===== config.mk =====
export PLATFORM = sky130hd
export DESIGN_NAME = sram_stream_reader
export DESIGN_NICKNAME = d
export VERILOG_FILES = /design/src/rtl/sram_stream_reader.sv
export SDC_FILE = /design/constraint.sdc
export NUM_CORES = 1
export LEC_CHECK = 0
export CORE_MARGIN = 2
export CORE_UTILIZATION = 40
export CTS_BUF_LIST = sky130_fd_sc_hd__clkbuf_4 sky130_fd_sc_hd__clkbuf_8 sky130_fd_sc_hd__clkbuf_16
export DETAILED_ROUTE_END_ITERATION = 6
export PLACE_DENSITY = 0.65
export SLEW_MARGIN = 20
export SYNTH_ARGS = -nofsm -noshare
export SYNTH_HDL_FRONTEND = slang
export SYNTH_SLANG_ARGS = --single-unit

===== constraint.sdc =====
create_clock -name clock -period 1.9 [get_ports clock]
set_input_delay 0.19 -clock clock [delete_from_list [all_inputs] [get_ports clock]]
set_output_delay 0.19 -clock clock [all_outputs]
set_load 0.1 [all_outputs]

===== src/rtl/sram_stream_reader.sv =====
// Block-read sequencer: walks an SRAM address range one word per cycle and
// streams the words out through a small credit-guarded FIFO.
module sram_stream_reader #(
  parameter int ADDR_WIDTH = 8,
  parameter int DATA_WIDTH = 16,
  parameter int FIFO_DEPTH = 4
) (
  input  logic                  clock,
  input  logic                  reset_b,
  input  logic                  start,
  input  logic [ADDR_WIDTH-1:0] base_addr,
  input  logic [ADDR_WIDTH:0]   word_count,
  output logic                  busy,
  output logic                  done,
  output logic [ADDR_WIDTH-1:0] sram_address,
  output logic                  sram_enable,
  output logic                  sram_write,
  input  logic [DATA_WIDTH-1:0] sram_read_data,
  output logic [DATA_WIDTH-1:0] out_data,
  output logic                  out_valid,
  input  logic                  out_ready
);
  localparam int PW = $clog2(FIFO_DEPTH);
  localparam int CW = $clog2(FIFO_DEPTH + 1);

  typedef enum logic [1:0] {IDLE, RUN, DRAIN} state_t;

  state_t                state, state_nxt;
  logic [ADDR_WIDTH-1:0] ptr;
  logic [ADDR_WIDTH:0]   remaining;
  logic                  done_zero;
  logic                  accept, issue, drain_done, zero_cmd;

  logic [DATA_WIDTH-1:0] fifo_mem [FIFO_DEPTH];
  logic [PW-1:0]         wr_ptr, rd_ptr;
  logic [CW-1:0]         fifo_count;
  logic [CW:0]           credit_used;
  logic                  push, pop;

  // sram_enable doubles as the in-flight flag: the word lands at the closing edge
  assign credit_used = {1'b0, fifo_count} + {{CW{1'b0}}, sram_enable};
  assign push        = sram_enable;
  assign pop         = out_valid && out_ready;
  assign zero_cmd    = (state == IDLE) && start && (word_count == '0);

  always_comb begin
    state_nxt  = state;
    accept     = 1'b0;
    issue      = 1'b0;
    drain_done = 1'b0;
    case (state)
      IDLE: if (start && word_count != '0) begin
        accept    = 1'b1;
        state_nxt = RUN;
      end
      RUN: begin
        if (remaining == '0)
          state_nxt = DRAIN;
        else if (credit_used < (CW+1)'(FIFO_DEPTH))
          issue = 1'b1;
      end
      DRAIN: if (fifo_count == '0 && !sram_enable) begin
        drain_done = 1'b1;
        state_nxt  = IDLE;
      end
      default: state_nxt = IDLE;
    endcase
  end

  always_ff @(posedge clock) begin
    if (!reset_b) begin
      state        <= IDLE;
      ptr          <= '0;
      remaining    <= '0;
      done_zero    <= 1'b0;
      sram_enable  <= 1'b0;
      sram_address <= '0;
    end else begin
      state       <= state_nxt;
      done_zero   <= zero_cmd;
      sram_enable <= issue;
      if (accept) begin
        ptr       <= base_addr;
        remaining <= word_count;
      end else if (issue) begin
        sram_address <= ptr;
        ptr          <= ptr + 1'b1;
        remaining    <= remaining - 1'b1;
      end
    end
  end

  always_ff @(posedge clock) begin
    if (!reset_b) begin
      wr_ptr     <= '0;
      rd_ptr     <= '0;
      fifo_count <= '0;
    end else begin
      if (push) wr_ptr <= wr_ptr + 1'b1;
      if (pop)  rd_ptr <= rd_ptr + 1'b1;
      case ({push, pop})
        2'b10:   fifo_count <= fifo_count + 1'b1;
        2'b01:   fifo_count <= fifo_count - 1'b1;
        default: fifo_count <= fifo_count;
      endcase
    end
  end

  // Storage needs no reset; occupancy is tracked by the pointers and count
  always_ff @(posedge clock) begin
    if (push) fifo_mem[wr_ptr] <= sram_read_data;
  end

  assign out_valid  = (fifo_count != '0);
  assign out_data   = out_valid ? fifo_mem[rd_ptr] : '0;
  assign busy       = (state != IDLE);
  assign done       = done_zero | drain_done;
  assign sram_write = 1'b0;
endmodule


Word level (Yosys, flattened, before mapping). Memories as Yosys holds them, arrays and structs flattened. A register that Yosys moved wholly into a read port is not among the register bits. Index checks and enable logic that the tools add are counted.

Flip-flop bits (word level): 36. Word-level logic and storage cells: 65. Output and inout port bits: 29. Bits of input ports: 37. RAM bits: 64. Memories kept: 1.

Magnitude comparators: 1. Bitwise operators: 2. Eq/ne operators: 7. Reduce and logical (&&, ||, !) cells: 17. Multiplexer cells: 21. $add $sub $neg: 7.

Memory list: fifo_mem (words 4, bits a word 16, read ports 1, clocked after Yosys merged registers in 1, write ports 1, RTL line 34) `logic [DATA_WIDTH-1:0] fifo_mem [FIFO_DEPTH];`.

Operators with widths (count): logical NOT 9 bit (2); 2-to-1 mux 9 bit (2); 2-to-1 mux 16 bit (1); 2-to-1 mux 8 bit (2); 2-to-1 mux 2 bit (5); 2-to-1 mux 1 bit (9); nonzero test 9 bit (1); subtractor 9 x 1 -> 9 bit, second input constant (1); adder 8 x 1 -> 8 bit, second input constant (1); one-hot mux 2 bit (3 select lines) (1); one-hot mux 3 bit (2 select lines) (1); nonzero test 2 bit (3); logical AND 1 bit (5); adder 2 x 1 -> 2 bit, second input constant (2); adder 3 x 1 -> 4 bit (1); == test 2 x 1 -> 1 bit, second input constant (2); == test 2 bit, second input constant (2); < comparator 4 x 3 -> 1 bit, second input constant (1); != test 2 bit, second input constant (2); adder 3 x 1 -> 3 bit, second input constant (1); logical NOT 3 bit (1); AND reduction 3 bit (1); nonzero test 3 bit (1); subtractor 3 x 1 -> 3 bit, second input constant (1); other kinds (6) (6).

Depth between registers and ports, before layout. Gate-level depths: netlist of the first run.

Depth after elaboration: 7. Gate-level depth with buffers: 8. Gate-level depth less buffers: 8.

Worst setup path before layout of the first run. OpenSTA, ideal clock, no wires.

Path type: register to output. Start: register sram_enable. End: output done. Arrival: 3.257 ns. Cell stages (with the launch flop): 3. Buffers on the path: 1. Required time: 1.710 ns. Setup slack: -1.547 ns. Cell sequence: dfxtp_1 > clkbuf_1 > o31ai_1.

Longest elaborated chain between the ends: 5.

RTL lines: from (decl) (RTL line 16) `output logic sram_enable,`; from (signal assigned) (RTL line 81) `sram_enable <= issue;`; logical NOT 1 bit (RTL line 62) `DRAIN: if (fifo_count == '0 && !sram_enable) begin`; logical AND 1 bit (RTL line 62); 2-to-1 mux 1 bit (RTL line 62); 2-to-1 mux 1 bit (RTL line 51) `case (state)`; bitwise OR 1 bit (RTL line 117) `assign done = done_zero | drain_done;`; to (decl) (RTL line 14) `output logic done,`.

Every way passes these cells.

Worst setup path after layout of the first run.
Start: register remaining[1]. End: register remaining[2].

Longest elaborated chain between the ends: 4. Elaborated cells between the ends (all ways): 7. Classes of those cells: add/sub (1); mux (4); reduce/logical (2).

RTL lines: from (decl) (RTL line 30) `logic [ADDR_WIDTH:0] remaining;`; from (signal assigned) (RTL line 84) `remaining <= word_count;`; from (signal assigned) (RTL line 88) `remaining <= remaining - 1'b1;`; parallel branches: the longest is 4 deep, another holds subtractor 9 x 1 -> 9 bit.

Parallel ways; which one is timed is not known. The select of a mux whose other input is x is not followed. A chain may end at the register's enable or synchronous reset.

==> out/qor.txt, run 1 <==
Crit path arrival time - 2.24 ns
Hold Buf Count CTS - 0
Core Area - 0.0108 sq mm
Vias - 3189
P&R area growth vs syn - 35.6%
Design Area, Final - 0.00604 sq mm
Seq/Total Area, Yosys - 60.2%
CTS clock-pin slew for the worst setup and hold paths - 0.10 ns
Final Total Pwr - 7.42 mW
mapped cell area - 0.00445 sq mm
Hold Crit Start - base_addr[4]
final setup vio count - 26
Min-Delay Path Class - input pin to register
Area contributors post-synth - edfxtp_1, dfxtp_1, mux4_2, and2_1, o211ai_1
Async S/R FF share, synth - 0%
largest stage delay on the critical path - 0.59 ns
Clock Path Buffers - 2
top cell type's share of synthesized area - 43.2%
largest net degree at the start of global routing - 24
H-tree depth - 3
r2r startpoint - remaining[1]
WL final - 9820 microns
RSZ-0062 raised after global routing - true
critical path startpoint - remaining[1]
Tmin final - 1.95 ns
Initial Util - 41.1%
Die Y - 110 microns
# rows - 38
Synth area leader - edfxtp_1
Die Area - 0.0120 sq mm
WS Path Type - register to register
All-Layer GR Usage - 17.4%
Pwr Density - 1230 mW/mm^2
Vias/cell - 5.46
total gr overflow - 0
Crit path required time - 2.19 ns
Syn. warnings - 0
Syn Nets - 389
layout cells sized above 1 - 33.1%
failing checks - negative setup slack
CP Launch Type - register
TritonCTS Buffers - 9
Worst Tran Pin Value - 0.851 ns
sequential share of power - 35.6%
DRT iter0 DRCs - 164
P_int - 4.56 mW
wire per inst - 16.8 microns
HPWL after DPL - 6690 microns
worst-path fanout max - 4
Clock Skews - 0.0116 ns
synthesized flop and latch total - 102
first-pass iteration count of the detailed router - 7
Gate Count Post-Synth - 344
worst-skew pair later-pin latency - 0.37 ns
Slowest-stage cell, CP - or4_2
initial antenna violation count - 0
n_diodes - 0
Max Clk Rate - 514 MHz
Ports - 66
Root Driver - clkbuf_8
most common cell after layout, fill and taps aside - edfxtp_1
cells along the critical path - inv_2 > ha_4 > or4b_4 > buf_6 > nor3_4 > buf_6 > buf_6 > or4_2 > a31oi_1
crit end category - register
vias in the first global route - 3186
switching share of power - 38.6%
Sw Pwr - 2.87 mW
dominant synthesized flop cell - edfxtp_1
Nets - 485
final worst setup slack - -0.0451 ns
# clock sinks - 102
leakage power - 2.07 nW
clock power share - 16.9%
most frequent cells in the layout - edfxtp_1, buf_4, clkdlybuf4s50_1
Cell Area, Placed - 0.00567 sq mm
Die W - 110 microns
top cell family by delay on the critical path - simple AND/OR/NAND/NOR gates
IO Port Bufs - 64
Gate power share - 47.4%
Buf/Inv on CP - 4
syn_area_per_cell - 12.9 sq um
Netlist cell types - 55
outcome - finished, violations left
Remaining DRCs - 0
first-pass GRT wire length - 15900 microns
Rel. slew slack - 43.3%
Max Slew Vio Count - 0
EDFF count, synth - 64
period utilisation layout - 102%
max-cap check violation count - 0
routability congestion estimate - 0.844
Critical Path Most Common Cell - buf_6
antenna viol nets, final - 0
VDD IR-drop max - 774 uV
final hold violations - 0
final core utilization - 55.7%
TritonCTS clock tree - done
==> sequential cells by signal, summed over array words and instances (netlist names), 2 cells and up, named ones only <==
register	cells
sram_address	8
ptr	8
wr_ptr	2
remaining	9
rd_ptr	2
state	2
fifo_mem	64
fifo_count	3
==> routing by layer <==
layer	wire, microns	GRT usage (%)
met3	515	4.74
met4	192	4.97
met2	5060	31.3
met1	4060	20.4
met5	0	0
==> cell type report <==
| cell class | instances | area [sq um] |
|---|---|---|
| inverters | 11 | 41.3 |
| clock buffers | 9 | 124 |
| fillers | 886 | 4800 |
| flip-flops and latches | 102 | 2690 |
| clock inverters | 6 | 53.8 |
| repair buffers | 107 | 1220 |
| well taps | 140 | 175 |
| multi-input cells | 209 | 1730 |
==> stage by stage <==
step | std cells | hold slack [ns] | setup WS [ns] | TNS (ns)
4_1_cts | 579 | 0.366 | -0.0560 | -0.566
3_5_place_dp | 563 | 0.475 | -0.249 | -1.54
6_report | 584 | 0.384 | -0.0451 | -0.402
5_1_grt | 584 | 0.381 | -0.138 | -3.26
2_1_floorplan | 344 | 0.289 | -0.0753 | -0.217
3_3_place_gp | 563 | 0.470 | -0.153 | -0.803
==> final timing paths <==
check,end,slack (ns),cells after the start
hold reg to reg,sram_address[4],0.49,2
hold / removal,ptr[4],0.38,3
setup / recovery,remaining[2],-0.05,9
setup reg to reg,remaining[2],-0.05,9
==> logic make-up after synthesis <==
kind of cell | Yosys count | share of synthesized area (%)
and+or+nand+nor | 104 | 12.8
other | 1 | 0.0842
adders and majority gates | 8 | 2.42
DFF | 102 | 60.2
xor gates and xnor gates | 7 | 1.38
buffers and inverters | 33 | 3.54
AOI/OAI and AO/OA | 72 | 11.2
muxes | 17 | 8.32
==> power groups by stage <==
| stage | Clock [mW] | Combinational (mW) | Sequential, mW |
|---|---|---|---|
| after global placement | 0 | 3.15 | 2.67 |
| final | 1.26 | 3.52 | 2.65 |
| after global routing | 1.39 | 3.72 | 2.67 |
| after floorplan | 0 | 1.98 | 2.75 |
| after CTS | 1.30 | 3.42 | 2.64 |
| after detailed placement | 0 | 3.18 | 2.67 |
==> tightest hold or removal path: stages <==
cell and delay [ns]:
clkdlybuf4s50_1 0.40, nand2_1 0.05, a31oi_1 0.07
==> cells in the mapped netlist (2+ instances only) <==
master and number:
a21oi_1 12, a311oi_1 2, a31oi_1 13, and2_1 23
buf_2 3, buf_6 2, clkbuf_1 15, dfxtp_1 38
edfxtp_1 64, ha_1 7, inv_1 10, mux4_2 16
nand2_1 16, nand2b_1 2, nand3_1 17, nor2_1 18
nor2b_1 2, nor3_1 8, o211ai_1 15, o21a_1 3
o21ai_0 12, o311ai_0 3, or3_1 4, or3_2 3
xnor2_1 2, xor2_1 5
==> repair_timing <==
item / 4_1_cts / 5_1_grt
gates cloned: 1 / 1
setup endpoints to repair: 42 / 43
pin swaps: 28 / 15
gates resized for setup: 36 / 10
buffers inserted: 0 / 5
hold endpoints to repair: 0 / 0
No activity file was read; power rests on OpenSTA's default activity.
==> run 2, diff against run 1 <==
Settings changed: SLEW_MARGIN 20 to unset.
==> results of run 2 <==
No change in the layout: final DEF, timing and power equal those of run 1.
